--- src/rtl/im2col_addr_gen.sv ---
// im2col read-address walker: emits one tensor-buffer address per im2col element,
// column by column, tagged with packer lane index and lane/column boundaries.
module im2col_addr_gen #(
    parameter int unsigned TENSOR_W   = 8,
    parameter int unsigned KERNEL_W   = 4,
    parameter int unsigned CHANNELS_W = 8,
    parameter int unsigned STRIDE_W   = 4,
    parameter int unsigned ADDR_W     = 16,
    parameter int unsigned S2P        = 8
) (
    input  logic                      clk,
    input  logic                      rstn,
    input  logic                      enable,
    input  logic [TENSOR_W-1:0]       tensor_size,
    input  logic [KERNEL_W-1:0]       kernel_size,
    input  logic [CHANNELS_W-1:0]     channels,
    input  logic [STRIDE_W-1:0]       stride,
    input  logic [TENSOR_W-1:0]       ofs,
    output logic                      o_valid,
    input  logic                      i_ready,
    output logic [ADDR_W-1:0]         o_addr,
    output logic [$clog2(S2P)-1:0]    o_lane,
    output logic                      o_lane_last,
    output logic                      o_col_last,
    output logic                      o_done,
    output logic                      o_busy
);

    localparam int unsigned LANE_W = $clog2(S2P);

    typedef enum logic [1:0] {IDLE, INIT, RUN, DONE} state_t;

    state_t              state;
    logic [ADDR_W-1:0]   tt;
    logic [ADDR_W-1:0]   st;
    logic [KERNEL_W-1:0] kx, ky;
    logic [CHANNELS_W-1:0] c;
    logic [TENSOR_W-1:0] ox, oy;
    logic [ADDR_W-1:0]   win_base, row_base, row_off, ch_off;

    logic [KERNEL_W-1:0]   km1;
    logic [CHANNELS_W-1:0] cm1;
    logic                  degenerate;
    logic                  kx_wrap, ky_wrap, c_wrap, ox_wrap, oy_wrap;
    logic                  col_last_cur, last_beat;
    logic [KERNEL_W-1:0]   nxt_kx, nxt_ky;
    logic [CHANNELS_W-1:0] nxt_c;
    logic [TENSOR_W-1:0]   nxt_ox, nxt_oy;
    logic [ADDR_W-1:0]     nxt_win_base, nxt_row_base, nxt_row_off, nxt_ch_off;
    logic [ADDR_W-1:0]     nxt_addr;
    logic [LANE_W-1:0]     nxt_lane;
    logic                  nxt_col_last, nxt_lane_last;
    logic                  first_col_last;

    assign km1        = kernel_size - KERNEL_W'(1);
    assign cm1        = channels - CHANNELS_W'(1);
    assign degenerate = (kernel_size == '0) || (channels == '0);
    assign first_col_last = (kernel_size == KERNEL_W'(1)) && (channels == CHANNELS_W'(1));

    // Next-beat counters and offsets: nested odometer, additive updates only.
    always_comb begin
        kx_wrap = (kx == km1);
        ky_wrap = (ky == km1);
        c_wrap  = (c == cm1);
        ox_wrap = (ox == ofs);
        oy_wrap = (oy == ofs);
        col_last_cur = kx_wrap && ky_wrap && c_wrap;
        last_beat    = col_last_cur && ox_wrap && oy_wrap;

        nxt_kx       = kx;
        nxt_ky       = ky;
        nxt_c        = c;
        nxt_ox       = ox;
        nxt_oy       = oy;
        nxt_win_base = win_base;
        nxt_row_base = row_base;
        nxt_row_off  = row_off;
        nxt_ch_off   = ch_off;

        if (!kx_wrap) begin
            nxt_kx = kx + KERNEL_W'(1);
        end else begin
            nxt_kx = '0;
            if (!ky_wrap) begin
                nxt_ky      = ky + KERNEL_W'(1);
                nxt_row_off = row_off + ADDR_W'(tensor_size);
            end else begin
                nxt_ky      = '0;
                nxt_row_off = '0;
                if (!c_wrap) begin
                    nxt_c      = c + CHANNELS_W'(1);
                    nxt_ch_off = ch_off + tt;
                end else begin
                    nxt_c      = '0;
                    nxt_ch_off = '0;
                    if (!ox_wrap) begin
                        nxt_ox       = ox + TENSOR_W'(1);
                        nxt_win_base = win_base + ADDR_W'(stride);
                    end else begin
                        nxt_ox       = '0;
                        nxt_oy       = oy + TENSOR_W'(1);
                        nxt_row_base = row_base + st;
                        nxt_win_base = row_base + st;
                    end
                end
            end
        end

        nxt_addr      = nxt_ch_off + nxt_win_base + nxt_row_off + ADDR_W'(nxt_kx);
        nxt_lane      = (col_last_cur || (o_lane == LANE_W'(S2P - 1))) ? '0 : o_lane + LANE_W'(1);
        nxt_col_last  = (nxt_kx == km1) && (nxt_ky == km1) && (nxt_c == cm1);
        nxt_lane_last = (nxt_lane == LANE_W'(S2P - 1)) || nxt_col_last;
    end

    // Control FSM, counters and registered stream outputs.
    always_ff @(posedge clk or negedge rstn) begin
        if (!rstn) begin
            state       <= IDLE;
            tt          <= '0;
            st          <= '0;
            kx          <= '0;
            ky          <= '0;
            c           <= '0;
            ox          <= '0;
            oy          <= '0;
            win_base    <= '0;
            row_base    <= '0;
            row_off     <= '0;
            ch_off      <= '0;
            o_valid     <= 1'b0;
            o_addr      <= '0;
            o_lane      <= '0;
            o_lane_last <= 1'b0;
            o_col_last  <= 1'b0;
            o_done      <= 1'b0;
            o_busy      <= 1'b0;
        end else begin
            o_done <= 1'b0;
            case (state)
                IDLE: begin
                    o_valid <= 1'b0;
                    if (enable) begin
                        state  <= INIT;
                        o_busy <= 1'b1;
                    end
                end
                INIT: begin
                    if (!enable) begin
                        state  <= IDLE;
                        o_busy <= 1'b0;
                    end else begin
                        tt       <= ADDR_W'(tensor_size) * ADDR_W'(tensor_size);
                        st       <= ADDR_W'(stride) * ADDR_W'(tensor_size);
                        kx       <= '0;
                        ky       <= '0;
                        c        <= '0;
                        ox       <= '0;
                        oy       <= '0;
                        win_base <= '0;
                        row_base <= '0;
                        row_off  <= '0;
                        ch_off   <= '0;
                        o_addr   <= '0;
                        o_lane   <= '0;
                        if (degenerate) begin
                            state  <= DONE;
                            o_done <= 1'b1;
                            o_busy <= 1'b0;
                        end else begin
                            state       <= RUN;
                            o_valid     <= 1'b1;
                            o_col_last  <= first_col_last;
                            o_lane_last <= first_col_last;
                        end
                    end
                end
                RUN: begin
                    if (!enable) begin
                        state       <= IDLE;
                        o_valid     <= 1'b0;
                        o_busy      <= 1'b0;
                        o_lane      <= '0;
                        o_lane_last <= 1'b0;
                        o_col_last  <= 1'b0;
                    end else if (o_valid && i_ready) begin
                        if (last_beat) begin
                            state       <= DONE;
                            o_valid     <= 1'b0;
                            o_done      <= 1'b1;
                            o_busy      <= 1'b0;
                            o_lane      <= '0;
                            o_lane_last <= 1'b0;
                            o_col_last  <= 1'b0;
                        end else begin
                            kx          <= nxt_kx;
                            ky          <= nxt_ky;
                            c           <= nxt_c;
                            ox          <= nxt_ox;
                            oy          <= nxt_oy;
                            win_base    <= nxt_win_base;
                            row_base    <= nxt_row_base;
                            row_off     <= nxt_row_off;
                            ch_off      <= nxt_ch_off;
                            o_addr      <= nxt_addr;
                            o_lane      <= nxt_lane;
                            o_lane_last <= nxt_lane_last;
                            o_col_last  <= nxt_col_last;
                        end
                    end
                end
                DONE: begin
                    o_valid <= 1'b0;
                    o_busy  <= 1'b0;
                    if (!enable) begin
                        state <= IDLE;
                    end
                end
                default: state <= IDLE;
            endcase
        end
    end

endmodule
--- config.mk ---
export PLATFORM = sky130hd
export DESIGN_NAME = im2col_addr_gen
export DESIGN_NICKNAME = d
export VERILOG_FILES = /design/src/rtl/im2col_addr_gen.sv
export SDC_FILE = /design/constraint.sdc
export NUM_CORES = 1
export LEC_CHECK = 0
export BUFFER_PORTS_ARGS = -buffer_cell sky130_fd_sc_hd__buf_2
export CAP_MARGIN = 30
export CELL_PAD_IN_SITES_DETAIL_PLACEMENT = 1
export CELL_PAD_IN_SITES_GLOBAL_PLACEMENT = 2
export CORE_MARGIN = 3
export CORE_UTILIZATION = 40
export CTS_CLUSTER_DIAMETER = 150
export CTS_CLUSTER_SIZE = 40
export DETAILED_ROUTE_END_ITERATION = 6
export PLACE_DENSITY_LB_ADDON = 0.1
export SYNTH_ARGS = -nofsm -noshare
export SYNTH_HDL_FRONTEND = slang
export SYNTH_SLANG_ARGS = --single-unit
--- constraint.sdc ---
create_clock -name clk -period 6.3 [get_ports clk]
set_input_delay 0.945 -clock clk [delete_from_list [all_inputs] [get_ports clk]]
set_output_delay 0.945 -clock clk [all_outputs]
set_load 0.02 [all_outputs]
==> run_results.csv <==
group,metric,value,unit
power,switching_share,43.3,%
worst_setup_path,worstPathArrival,6.29,ns
detailed_routing,wl_met3,929,µm
final_layout,fin_nets,1935,
power,p_leak,7.63,nW
detailed_routing,vias,11900,
die,rows,67,
cts,cts_root_buf,"clkbuf_16",
placed_design,gp_congestion,0.814,
worst_setup_path,cp-startpoint,"kernel_size[0]",
global_routing,grt_pass1_wl,66000,µm
yosys,async_flop_share,100,%
detailed_routing,final_antenna_net_count,0,
yosys,synth_fp_nets,1832,
worst_setup_path,crit_path_end_kind,"flop",
final_layout,design_area,0.0157,mm²
detailed_routing,highest-signal-layer,"met4",
placed_design,placed_cell_area,0.0151,mm²
cts,cts_buffers,17,
global_routing,first_global_vias,12400,
cts,cts_tree,"done",
global_routing,grt_max_degree,67,
worst_hold_path,hold_class,"in2async",
placed_design,hpwl,32000,µm
cts,clockBufferDepth,2,
worst_setup_path,critical_path_class,"in2reg",
status,status,"finished, final reports clean",
timing,setup_slack,0.385,ns
worst_setup_path,r2r_cells,22,
worst_setup_path,cp-start-kind,"primary input",
yosys,syn_inst,1609,
cts,cts_sinks,149,
power,peakVddDrop,0.300,mV
timing,setup_viol,0,
die,start_util,40.9,%
placed_design,dp_slack,-0.392,ns
timing,worst_slew_pin_slew,0.976,ns
timing,skew,0.00833,ns
yosys,ys_types,73,
global_routing,overflow,0,
global_routing,antenna_found_initial,1,
yosys,yosysWarnings,0,
die,die_h,192,µm
detailed_routing,post-route-drc-count,0,
detailed_routing,wl_per_cell,18.8,µm
timing,tns,0,ns
timing,post-route-period-util,93.9,%
detailed_routing,initialDrtViolationCount,573,
timing,grt_setup_unrepaired,"false",
timing,fmax,169,MHz
detailed_routing,wl_met1,19800,µm
power,p_sw,1.81,mW
die,pin_count,60,
die,dieArea,0.0367,mm²
yosys,synth-seq-cells,149,
cts,h-tree-depth,4,
yosys,netlist_area,0.0138,mm²
yosys,synth_edf_count,0,
cts,insertion_delay,0.44,ns
timing,timing.slew.headroom,34.9,%
power,p_int,2.37,mW
final_layout,final_util,46.6,%
yosys,syn_avg_cell_area,8.56,µm²
timing,hold_viol,0,
final_layout,fill_cells,4070,
worst_setup_path,cp_data_required_time,6.67,ns
die,die_width,192,µm
global_routing,grtUsageTotal,22.8,%
power,power_frac_clock,24.4,%
timing,min_period,5.91,ns
placed_design,portBuffers,59,
power,combPwrFrac,46.7,%
worst_setup_path,crit_fanout,10,
final_layout,areaGrowthSynthToFinish,14.1,%
cts,hold_buffers,0,
power,pwr_density_cell,266,mW/mm²
detailed_routing,met2_length,19100,µm
power,p_seq_share,28.9,%
run,cap_violations,0,
timing,slew_violations,0,
final_layout,drive_gt1_share,13.3,%
detailed_routing,routed_wl,40700,µm
yosys,synth_seq_area_share,27.1,%
cts,clk_pin_slew,0.06,ns
detailed_routing,dr.pass1.iters,4,
detailed_routing,routed_via_density,5.49,
yosys,yosys_most_used_dff,"dfrtp_1",
die,fp.coreArea,0.0337,mm²
worst_setup_path,worstReg2RegStart,"ox[1]",
final_layout,num_antenna_cells,0,
final timing paths:
kind	slack (ns)	end
hold reg to reg	0.47	row_base[5]
min in group clk	0.47	row_base[5]
setup reg to reg	0.64	o_addr[15]
setup / recovery	0.39	o_addr[15]
hold / removal	0.45	ox[3]
max in group asynchronous	4.48	o_addr[1]
logic make-up after synthesis:
group,after synthesis,synth area share [%]
multiplexers,15,1.17
AND/OR/NAND/NOR,542,19.0
AO/OA/AOI/OAI,409,18.5
buffers and inverters,185,5.32
adder cells (fa/ha/maj),187,20.2
XOR/XNOR,122,8.66
flip-flops,149,27.1
worst max-delay path, cell delays in order:
cell and delay [ns]:
buf_2 0.09, inv_1 0.05, ha_1 0.35, buf_4 0.15, xor2_1 0.19, nand3_1 0.17
buf_4 0.17, or4_2 0.63, nor2_1 0.16, buf_4 0.16, buf_4 0.18, a21oi_1 0.08
a21o_1 0.21, fa_1 0.54, inv_1 0.04, ha_1 0.28, ha_1 0.33, and3_1 0.20
a211oi_2 0.09, buf_4 0.15, o31ai_2 0.31, or3b_2 0.49, a2bb2oi_1 0.17, nor2_1 0.07
nand2_1 0.05
what timing repair did:
action	CTS	global route
buffers inserted	0	0
gates resized for setup	0	11
setup endpoints to repair	0	2
power groups by stage:
stage	sequential [mW]	combinational [mW]	clock, mW
CTS	1.21	1.98	1.05
finish	1.21	1.95	1.02
detailed placement	1.23	1.97	0
global route	1.23	2.22	1.09
floorplan	1.21	1.38	0
global placement	1.22	1.93	0
per-stage QoR:
stage | cells | power (mW) | hold WS [ns]
after floorplan | 1609 | 2.59 | 0.443
after global routing | 2172 | 4.54 | 0.477
after CTS | 2172 | 4.24 | 0.459
after detailed placement | 2141 | 3.20 | 0.466
final | 2172 | 4.18 | 0.445
after global placement | 2140 | 3.15 | 0.454
routing by layer:
metal / vias to the layer above / track usage, %
met5: - / 0
met4: 0 / 6.29
met3: 41 / 2.79
met2: 126 / 37.8
met1: 5941 / 31.5
li1: 5809 / -
state kept, by name (all words and copies together), names as in the netlist, 3 cells and up:
signal	count
row_base	16
win_base	16
row_off	16
o_addr	16
o_lane	3
oy	8
st	12
ky	4
ox	8
ch_off	16
kx	4
tt	15
c	8
cell usage after synthesis (7+ instances only):
cell type	number	area (µm²)
nand2_1	232	871
xnor3_1	9	203
xor2_1	53	464
nand4_1	14	87.6
nor2b_1	13	81.3
nor2_1	83	312
and3_1	11	68.8
nor3_1	30	150
o21a_1	16	120
o21bai_1	16	120
ha_1	128	1600
or3_1	13	81.3
inv_1	115	432
nand3_1	46	230
o31ai_1	24	180
a22o_1	18	158
o22ai_1	9	56.3
buf_2	15	75.1
and2_1	39	244
clkbuf_1	45	169
nand2b_1	17	106
dfrtp_1	149	3730
xnor2_1	60	526
a21o_1	19	143
nor4_1	8	50.1
buf_1	7	26.3
fa_1	59	1180
a22oi_1	14	105
o21ai_0	141	706
a21oi_1	91	455
a31oi_1	10	62.6
mux2_2	9	101
placed cells by master, fill, tap and decap left out, drive strengths merged, types with 19 or more instances in the layout:
master / count
a21o: 19
a21oi: 91
and2: 39
buf: 154
clkbuf: 23
dfrtp: 149
fa: 59
ha: 128
inv: 116
nand2: 232
nand3: 46
nor2: 85
nor3: 33
o21ai: 142
o31ai: 24
xnor2: 60
xor2: 53
layout make-up:
type	count	area [µm²]	share of cell area [%]
multi-input combinational	1275	9390	59.7
tap	448	561	3.57
inverter	115	432	2.75
clock buffer	23	468	2.98
sequential	149	3730	23.7
timing repair buffer	154	1030	6.59
clock inverter	8	100	0.637
(Power assumes the default switching activity.)
